**config.mk**
```make
export PLATFORM = sky130hd
export DESIGN_NAME = variable_rshift_pipeline
export DESIGN_NICKNAME = d
export VERILOG_FILES = /design/src/rtl/variable_shift_pkg.sv /design/src/rtl/rshift_stage.sv /design/src/rtl/variable_rshift_pipeline.sv
export SDC_FILE = /design/constraint.sdc
export NUM_CORES = 1
export LEC_CHECK = 0
export ABC_AREA = 0
export ABC_CLOCK_PERIOD_IN_PS = 1600
export CAP_MARGIN = 20
export CELL_PAD_IN_SITES_DETAIL_PLACEMENT = 1
export CELL_PAD_IN_SITES_GLOBAL_PLACEMENT = 1
export CORE_ASPECT_RATIO = 1.1
export CORE_UTILIZATION = 46
export CTS_BUF_LIST = sky130_fd_sc_hd__clkbuf_8
export CTS_CLUSTER_DIAMETER = 120
export DETAILED_ROUTE_END_ITERATION = 10
export HOLD_SLACK_MARGIN = 0.12
export PLACE_DENSITY_LB_ADDON = 0.1
export SYNTH_ARGS = -nofsm -noshare
export SYNTH_HDL_FRONTEND = slang
export SYNTH_SLANG_ARGS = --single-unit
```
**constraint.sdc**
```tcl
create_clock -name CLK -period 1.6 [get_ports CLK]
set_input_delay 0.48 -clock CLK [delete_from_list [all_inputs] [get_ports CLK]]
set_output_delay 0.48 -clock CLK [all_outputs]
set_load 0.1 [all_outputs]
```
**src/rtl/variable_shift_pkg.sv**
```systemverilog
// Shared definitions for the variable shift pipelines: default widths and the
// per-stage pipeline record.
package variable_shift_pkg;

  localparam int DATA_W_DEF = 8;
  localparam int SHW_W_DEF  = 3;

  typedef struct packed {
    logic                  valid;
    logic [DATA_W_DEF-1:0] data;
    logic [SHW_W_DEF-1:0]  shw_rem;
    logic                  sticky;
  } stage_rec_t;

endpackage

```
**src/rtl/rshift_stage.sv**
```systemverilog
// One registered pipeline stage: conditionally shifts right by 2^K when shift
// bit K of the record is set, folding the discarded LSBs into sticky.
module rshift_stage
  import variable_shift_pkg::*;
#(
  parameter int  DATA_W = DATA_W_DEF,
  parameter int  K      = 0,
  parameter type rec_t  = stage_rec_t
) (
  input  logic CLK,
  input  logic RST,
  input  logic i_stall,
  input  logic i_fill,
  input  rec_t i_rec,
  output rec_t o_rec
);

  localparam int SH = 1 << K;
  localparam logic [DATA_W-1:0] LOW_MASK = ~({DATA_W{1'b1}} << SH);

  rec_t w_next;
  rec_t r_rec;

  // Fill with ones is done as complement-shift-complement so no slicing
  // by 2^K is needed even when 2^K reaches DATA_W.
  always_comb begin
    w_next = i_rec;
    if (i_rec.shw_rem[K]) begin
      w_next.data   = i_fill ? ~(~i_rec.data >> SH) : (i_rec.data >> SH);
      w_next.sticky = i_rec.sticky | (|(i_rec.data & LOW_MASK));
    end
  end

  // NOTE: the whole record is cleared on reset, not just valid, so the
  // outputs read zero while reset is asserted and no stale data survives.
  always_ff @(posedge CLK or negedge RST) begin
    if (!RST) begin
      r_rec <= '0;
    end else if (!i_stall) begin
      r_rec <= w_next;
    end
  end

  assign o_rec = r_rec;

endmodule

```
**src/rtl/variable_rshift_pipeline.sv**
```systemverilog
// Pipelined variable right barrel shifter with valid/ready and sticky output.
// Define ARITH_SHIFT_EN for arithmetic (sign) fill; default is zero fill.
module variable_rshift_pipeline
  import variable_shift_pkg::*;
#(
  parameter int DATA_W = DATA_W_DEF,
  parameter int SHW_W  = SHW_W_DEF
) (
  input  logic              CLK,
  input  logic              RST,
  input  logic              in_valid,
  output logic              in_ready,
  input  logic [DATA_W-1:0] a,
  input  logic [SHW_W-1:0]  shift_width,
  output logic              out_valid,
  input  logic              out_ready,
  output logic [DATA_W-1:0] shifted_a,
  output logic              sticky
);

  typedef struct packed {
    logic              valid;
    logic [DATA_W-1:0] data;
    logic [SHW_W-1:0]  shw_rem;
    logic              sticky;
  } rec_t;

  rec_t w_head;
  rec_t w_stage [SHW_W];
  logic w_stall;

  // A single stall freezes every stage, so bubbles are never squeezed out.
  assign w_stall  = w_stage[SHW_W-1].valid & ~out_ready;
  assign in_ready = ~w_stall;

  always_comb begin
    w_head         = '0;
    w_head.valid   = in_valid;
    w_head.data    = a;
    w_head.shw_rem = shift_width;
  end

  genvar k;
  generate
    for (k = 0; k < SHW_W; k++) begin : g_stage
      rec_t w_in;
      logic w_fill;

      if (k == 0) begin : g_first
        assign w_in = w_head;
      end else begin : g_rest
        assign w_in = w_stage[k-1];
      end

`ifdef ARITH_SHIFT_EN
      // Earlier arithmetic stages keep the sign in the MSB, so it is the fill.
      assign w_fill = w_in.data[DATA_W-1];
`else
      assign w_fill = 1'b0;
`endif

      rshift_stage #(
        .DATA_W (DATA_W),
        .K      (k),
        .rec_t  (rec_t)
      ) u_stage (
        .CLK     (CLK),
        .RST     (RST),
        .i_stall (w_stall),
        .i_fill  (w_fill),
        .i_rec   (w_in),
        .o_rec   (w_stage[k])
      );
    end
  endgenerate

  assign out_valid = w_stage[SHW_W-1].valid;
  assign shifted_a = w_stage[SHW_W-1].data;
  assign sticky    = w_stage[SHW_W-1].sticky;

endmodule

```
==> impl_results.md, run 1 <==
- Routed WL per cell: 16.7 um
- Worst path top cell family by delay: flip-flops
- CP cell instances: nand2b_4 -> buf_12
- Most Crowded Layer GR: met2
- Clock sink count: 33
- Post-route DRC: 0
- Period utilisation layout: 0.972
- Synth cell types: 19
- Area of the core: 3390 um^2
- Max cap viols: 0
- Leak: 1.03 nW
- Via density: 5.04
- Fmax: 643 MHz
- Hold Violations, Final: 0
- DP Wirelength: 2150 um
- VDD IR max: 0.916 mV
- Root Driver: clkbuf_8
- Post-CTS Hold Fix Bufs: 0
- Slew Limit Fails: 0
- Hold crit path type: reg2reg
- Final Skew: 3.98 ps
- Max reg flops: 33
- Row Count: 22
- Gr usage total: 0.199
- Die height: 64.9 um
- Syn_area_per_cell: 15.8 um^2
- Largest net degree at the start of global routing: 34
- Worst-Margin Slew: 404 ps
- Most frequent cells in the layout: dfrtp_1 (32), mux2_4 (25), mux2_2 (21)
- Commonest non-fill, non-tap cell in the layout: dfrtp_1
- Register area share after synthesis: 0.498
- Syn_nets: 120
- Cell area after layout: 2220 um^2
- CP required: 1120 ps
- Fill count: 309
- Die area: 3850 um^2
- Layout cells sized above 1: 0.533
- CP bufs+invs: 1
- First-pass DRT Iterations: 3
- IO Port Bufs: 25
- ANT cells: 0
- First-pass GRT wire length: 5460 um
- Crit. End Element: output pin
- CTS max path bufs: 2
- WL final: 3100 um
- Inserted Clock Buffers: 5
- Antenna-violating nets left: 0
- Starting Density: 0.489
- Dpl cell area: 2080 um^2
- Worst skew pair latency: 290 ps
- H-tree depth: 2
- Die width: 59.2 um
- Initial drt markers: 20
- RSZ-0062 raised after global routing: false
- Crit path largest cell delay: 510 ps
- Ys Warns: 0
- CP Max Fanout: 4
- CTS clock-pin slew for the worst setup and hold paths: 70 ps
- Fin crit period: 1550 ps
- Slew margin rel.: 0.731
- CTS tree: built
- Post-synthesis cell count: 105
- Critical path type: reg2out
- Met1 usage: 0.234
- Crit path DAT: 1070 ps
- Total grt overflow: 0
- # setup viols final: 0
- Number of global-route vias before repair: 1066
- M2 GR Usage: 0.327
- Post-synthesis register bit count: 33
- Mapped Area: 1660 um^2
- I/O pins: 26
- CP Launch Type: flop
- Slowest cell on crit path: dfrtp_4
- GRT met3 Usage: 0.0619
- Cell Pwr Density: 1980 nW/um^2
- Final TNS setup: 0 ps
- Area Growth Syn to Fin: 33.9%
- DR vias: 933
- Status: finished clean
- Final GP Congestion: 0.704
- Final net count: 151
- Antenna violations before repair: 0
## worst register-to-register path: cells and delay by family (launching register included)
| family | cells | cell delay, ps |
|---|---|---|
| buffers and inverters | 2 | 330 |
| flip-flops | 1 | 510 |
| multiplexers | 1 | 360 |
| AND/OR/NAND/NOR | 1 | 100 |
## kinds of logic after synthesis
logic type	after synthesis	synth area share
AO/OA/AOI/OAI	4	0.0159
AND/OR/NAND/NOR	12	0.0514
buffers and inverters	9	0.0589
flip-flops	33	0.498
multiplexers	47	0.375
## synthesized netlist by cell type
cell type | number | area [um^2]
nor2b_1 | 5 | 31.3
buf_4 | 1 | 7.51
buf_12 | 2 | 40.0
o21ai_0 | 1 | 5.00
a31oi_1 | 2 | 12.5
o41ai_1 | 1 | 8.76
mux2_4 | 25 | 375
nand2b_1 | 1 | 6.26
nand2b_4 | 1 | 13.8
buf_2 | 1 | 5.00
and2b_1 | 2 | 15.0
nor3b_1 | 2 | 15.0
dfrtp_1 | 33 | 826
buf_6 | 2 | 22.5
nand2_1 | 1 | 3.75
mux2i_1 | 1 | 10.0
mux2_2 | 21 | 236
buf_8 | 1 | 15.0
inv_1 | 2 | 7.51
## final cells by class
cell class | count | area, um^2 | area share
flip-flops and latches | 33 | 830 | 0.374
multi-input cells | 63 | 733 | 0.331
repair buffers | 31 | 454 | 0.205
clock buffers | 5 | 68.8 | 0.0310
clock inverters | 3 | 65.1 | 0.0293
well taps | 48 | 60.1 | 0.0271
inverters | 2 | 7.51 | 0.00338
## metrics by stage
| stage | util | hold WS, ps | power [W] | worst slack, ps | instances |
|---|---|---|---|---|---|
| finish | 0.655 | 523 | 0.00439 | 45.0 | 185 |
| global route | 0.655 | 547 | 0.00458 | 13.0 | 185 |
| CTS | 0.655 | 526 | 0.00443 | 39.9 | 185 |
| detailed placement | 0.614 | 499 | 0.00348 | -239 | 176 |
| global placement | 0.614 | 495 | 0.00342 | -225 | 176 |
| floorplan | - | 184 | 0.00277 | 12.9 | 105 |
## report_power, final
group	total, W	internal (W)	switching (W)
Clock	0.000927	0.000618	0.000309
Combinational	0.00208	0.000978	0.00110
Sequential	0.00139	0.00110	0.000287
## routing by layer
metal	wire length, um	vias up
met5	0	-
met4	80	0
met3	117	9
met2	1560	22
met1	1340	473
li1	-	429
## worst paths after layout
| check | start | endpoint | slack [ps] | cells after the start |
|---|---|---|---|---|
| setup / recovery | g_stage[2].u_stage.o_rec[12]$_DFFE_PN0N_ | in_ready | 50 | 2 |
| hold / removal | g_stage[1].u_stage.o_rec[12]$_DFFE_PN0N_ | g_stage[2].u_stage.o_rec[12]$_DFFE_PN0N_ | 520 | 1 |
| setup reg to reg | g_stage[2].u_stage.o_rec[12]$_DFFE_PN0N_ | g_stage[1].u_stage.o_rec[5]$_DFFE_PN0N_ | 180 | 4 |
| hold reg to reg | g_stage[1].u_stage.o_rec[12]$_DFFE_PN0N_ | g_stage[2].u_stage.o_rec[12]$_DFFE_PN0N_ | 520 | 1 |
| max in group asynchronous | RST | g_stage[2].u_stage.o_rec[12]$_DFFE_PN0N_ | 860 | 2 |
| min in group asynchronous | RST | g_stage[2].u_stage.o_rec[8]$_DFFE_PN0N_ | 560 | 2 |
## timing repair
| action | CTS | global route |
|---|---|---|
| setup buffers | 1 | 0 |
| setup endpoints to repair | 1 | 0 |
| resized for setup | 1 | 0 |
Note: power is estimated with default switching activity, not from simulation.
==> inputs of run 2 (changes only) <==
--- a/config.mk
+++ b/config.mk
@@ -11,6 +11,7 @@
 export CELL_PAD_IN_SITES_DETAIL_PLACEMENT = 1
 export CELL_PAD_IN_SITES_GLOBAL_PLACEMENT = 1
 export CORE_ASPECT_RATIO = 1.1
+export CORE_MARGIN = 3
 export CORE_UTILIZATION = 46
 export CTS_BUF_LIST = sky130_fd_sc_hd__clkbuf_8
 export CTS_CLUSTER_DIAMETER = 120
==> run 2 against run 1 <==
Final cell count shrank 0.54%. Clock-buffer cell count up 1. Combinational power decreased by 2%. Die area up 13%. Critical endpoint is now g_stage[0].u_stage.o_rec[4]$_DFFE_PN0N_. Maximum frequency increased by 0.90%. Flip-flop and latch count unchanged. Critical path depth increased by 2. Global-route usage shrank 5.3 points. Via count fell by 3.1%.
==> impl_results.md, run 2 (same netlist as run 1, synthesis figures left out) <==
- Crit path largest cell delay: 450 ps
- Cell Pwr Density: 1870 nW/um^2
- Max cap viols: 0
- Hold Violations, Final: 0
- First-pass GRT wire length: 4760 um
- Root Driver: clkbuf_8
- Die height: 68.9 um
- WL final: 2810 um
- IO Port Bufs: 25
- First-pass DRT Iterations: 4
- Die area: 4360 um^2
- ANT cells: 0
- Area Growth Syn to Fin: 29.5%
- Largest net degree at the start of global routing: 34
- Period utilisation layout: 0.963
- CTS max path bufs: 2
- Slowest cell on crit path: clkdlybuf4s50_1
- Worst path top cell family by delay: buffers and inverters
- Fill count: 314
- Starting Density: 0.489
- Critical path type: in2reg
- VDD IR max: 0.787 mV
- Via density: 4.91
- H-tree depth: 2
- Max reg flops: 33
- Worst skew pair latency: 270 ps
- Inserted Clock Buffers: 5
- Post-CTS Hold Fix Bufs: 0
- Layout cells sized above 1: 0.522
- CTS tree: built
- Most frequent cells in the layout: dfrtp_1 (32), mux2_4 (25), mux2_2 (21)
- Final GP Congestion: 0.691
- Fin crit period: 1540 ps
- Area of the core: 3390 um^2
- Clock sink count: 33
- Total grt overflow: 0
- Number of global-route vias before repair: 998
- Dpl ws: -230 ps
- Hold_ws: 470 ps
- DR vias: 904
- Final WS setup: 58.9 ps
- DP Wirelength: 2060 um
- Crit. End Element: flop
- Crit path DAT: 1690 ps
- Area taken by multi-input logic gates: 733 um^2
- Leak: 1.00 nW
- Initial drt markers: 26
- Antenna violations before repair: 0
- Register area: 830 um^2
- Post-route DRC: 0
- Worst-Margin Slew: 395 ps
- CP Launch Type: input pin
- Final net count: 151
- Status: finished clean
- Final TNS setup: 0 ps
- CTS clock-pin slew for the worst setup and hold paths: 60 ps
- CP required: 1750 ps
- Slew margin rel.: 0.733
- Row Count: 22
- Slew Limit Fails: 0
- Antenna-violating nets left: 0
- CP Max Fanout: 9
- Commonest non-fill, non-tap cell in the layout: dfrtp_1
- Final Skew: 4.32 ps
- # setup viols final: 0
- Fmax: 649 MHz
- CP bufs+invs: 2
- Gr usage total: 0.146
- RSZ-0062 raised after global routing: false
- Hold crit path type: reg2reg
- Die width: 63.2 um
- Routed WL per cell: 15.3 um
- I/O pins: 26
- CP cell instances: clkdlybuf4s50_1 -> buf_4 -> mux2_2 -> mux2_4
==> run 2: changes by cell type in the layout (fill, tap and decap cells not counted) <==
| cell | change |
|---|---|
| buf_4 | +2 |
| clkbuf_8 | +1 |
| inv_1 | +1 |
| clkinv_2 | -1 |
| bufinv_16 | -2 |
| buf_12 | -2 |
==> run 2: worst reg2reg max path, stage by stage (launching register included) <==
cell,delay (ps)
dfrtp_4,510
nand2b_4,100
buf_4,130
buf_12,190
mux2_2,360
==> run 2: final cells by class <==
type	instances	area share
multi-input cells	63	0.342
clock inverters	1	0.00175
inverters	2	0.00350
flip-flops and latches	33	0.387
clock buffers	6	0.0385
repair buffers	31	0.200
well taps	48	0.0280
==> run 2: what timing repair did <==
action | CTS | global route
endpoints found under the setup margin | 1 | 0
resized for setup | 1 | 0
setup buffers | 1 | 0
==> run 2: final timing paths <==
check | from | end | slack [ps] | cells past startpoint
worst max-delay path | shift_width[0] | g_stage[0].u_stage.o_rec[4]$_DFFE_PN0N_ | 60 | 4
worst min-delay path | g_stage[1].u_stage.o_rec[12]$_DFFE_PN0N_ | g_stage[2].u_stage.o_rec[12]$_DFFE_PN0N_ | 470 | 1
worst max register to register | g_stage[2].u_stage.o_rec[12]$_DFFE_PN0N_ | g_stage[1].u_stage.o_rec[6]$_DFFE_PN0N_ | 200 | 4
worst min register to register | g_stage[1].u_stage.o_rec[12]$_DFFE_PN0N_ | g_stage[2].u_stage.o_rec[12]$_DFFE_PN0N_ | 470 | 1
max in group asynchronous | RST | g_stage[2].u_stage.o_rec[12]$_DFFE_PN0N_ | 840 | 2
min in group asynchronous | RST | g_stage[2].u_stage.o_rec[12]$_DFFE_PN0N_ | 580 | 2
==> run 2: through the flow <==
stage               cell area [um^2]  instances  power (W)   util
finish                          2150        184    0.00401  0.634
global route                    2150        184    0.00421  0.634
CTS                             2150        184    0.00406  0.634
detailed placement              2050        176    0.00344  0.606
global placement                2050        176    0.00340  0.606
floorplan                       1660        105    0.00277      -
==> run 2: per-layer routing <==
metal  global-route usage  vias to the layer above  part of all wire
met5                    0                        -                 0
met4               0.0566                        0            0.0096
met3               0.0340                        2             0.030
met2                0.258                       19              0.51
met1                0.175                      458              0.45
li1                     -                      425                 -
==> run 2: power breakdown <==
part	leakage (nW)	switching [W]	total, W	internal (W)
registers	0.396	0.000275	0.00138	0.00111
clock network	0.0485	0.000264	0.000598	0.000334
logic	0.556	0.00107	0.00203	0.000962
total	1.00	0.00161	0.00401	0.00240
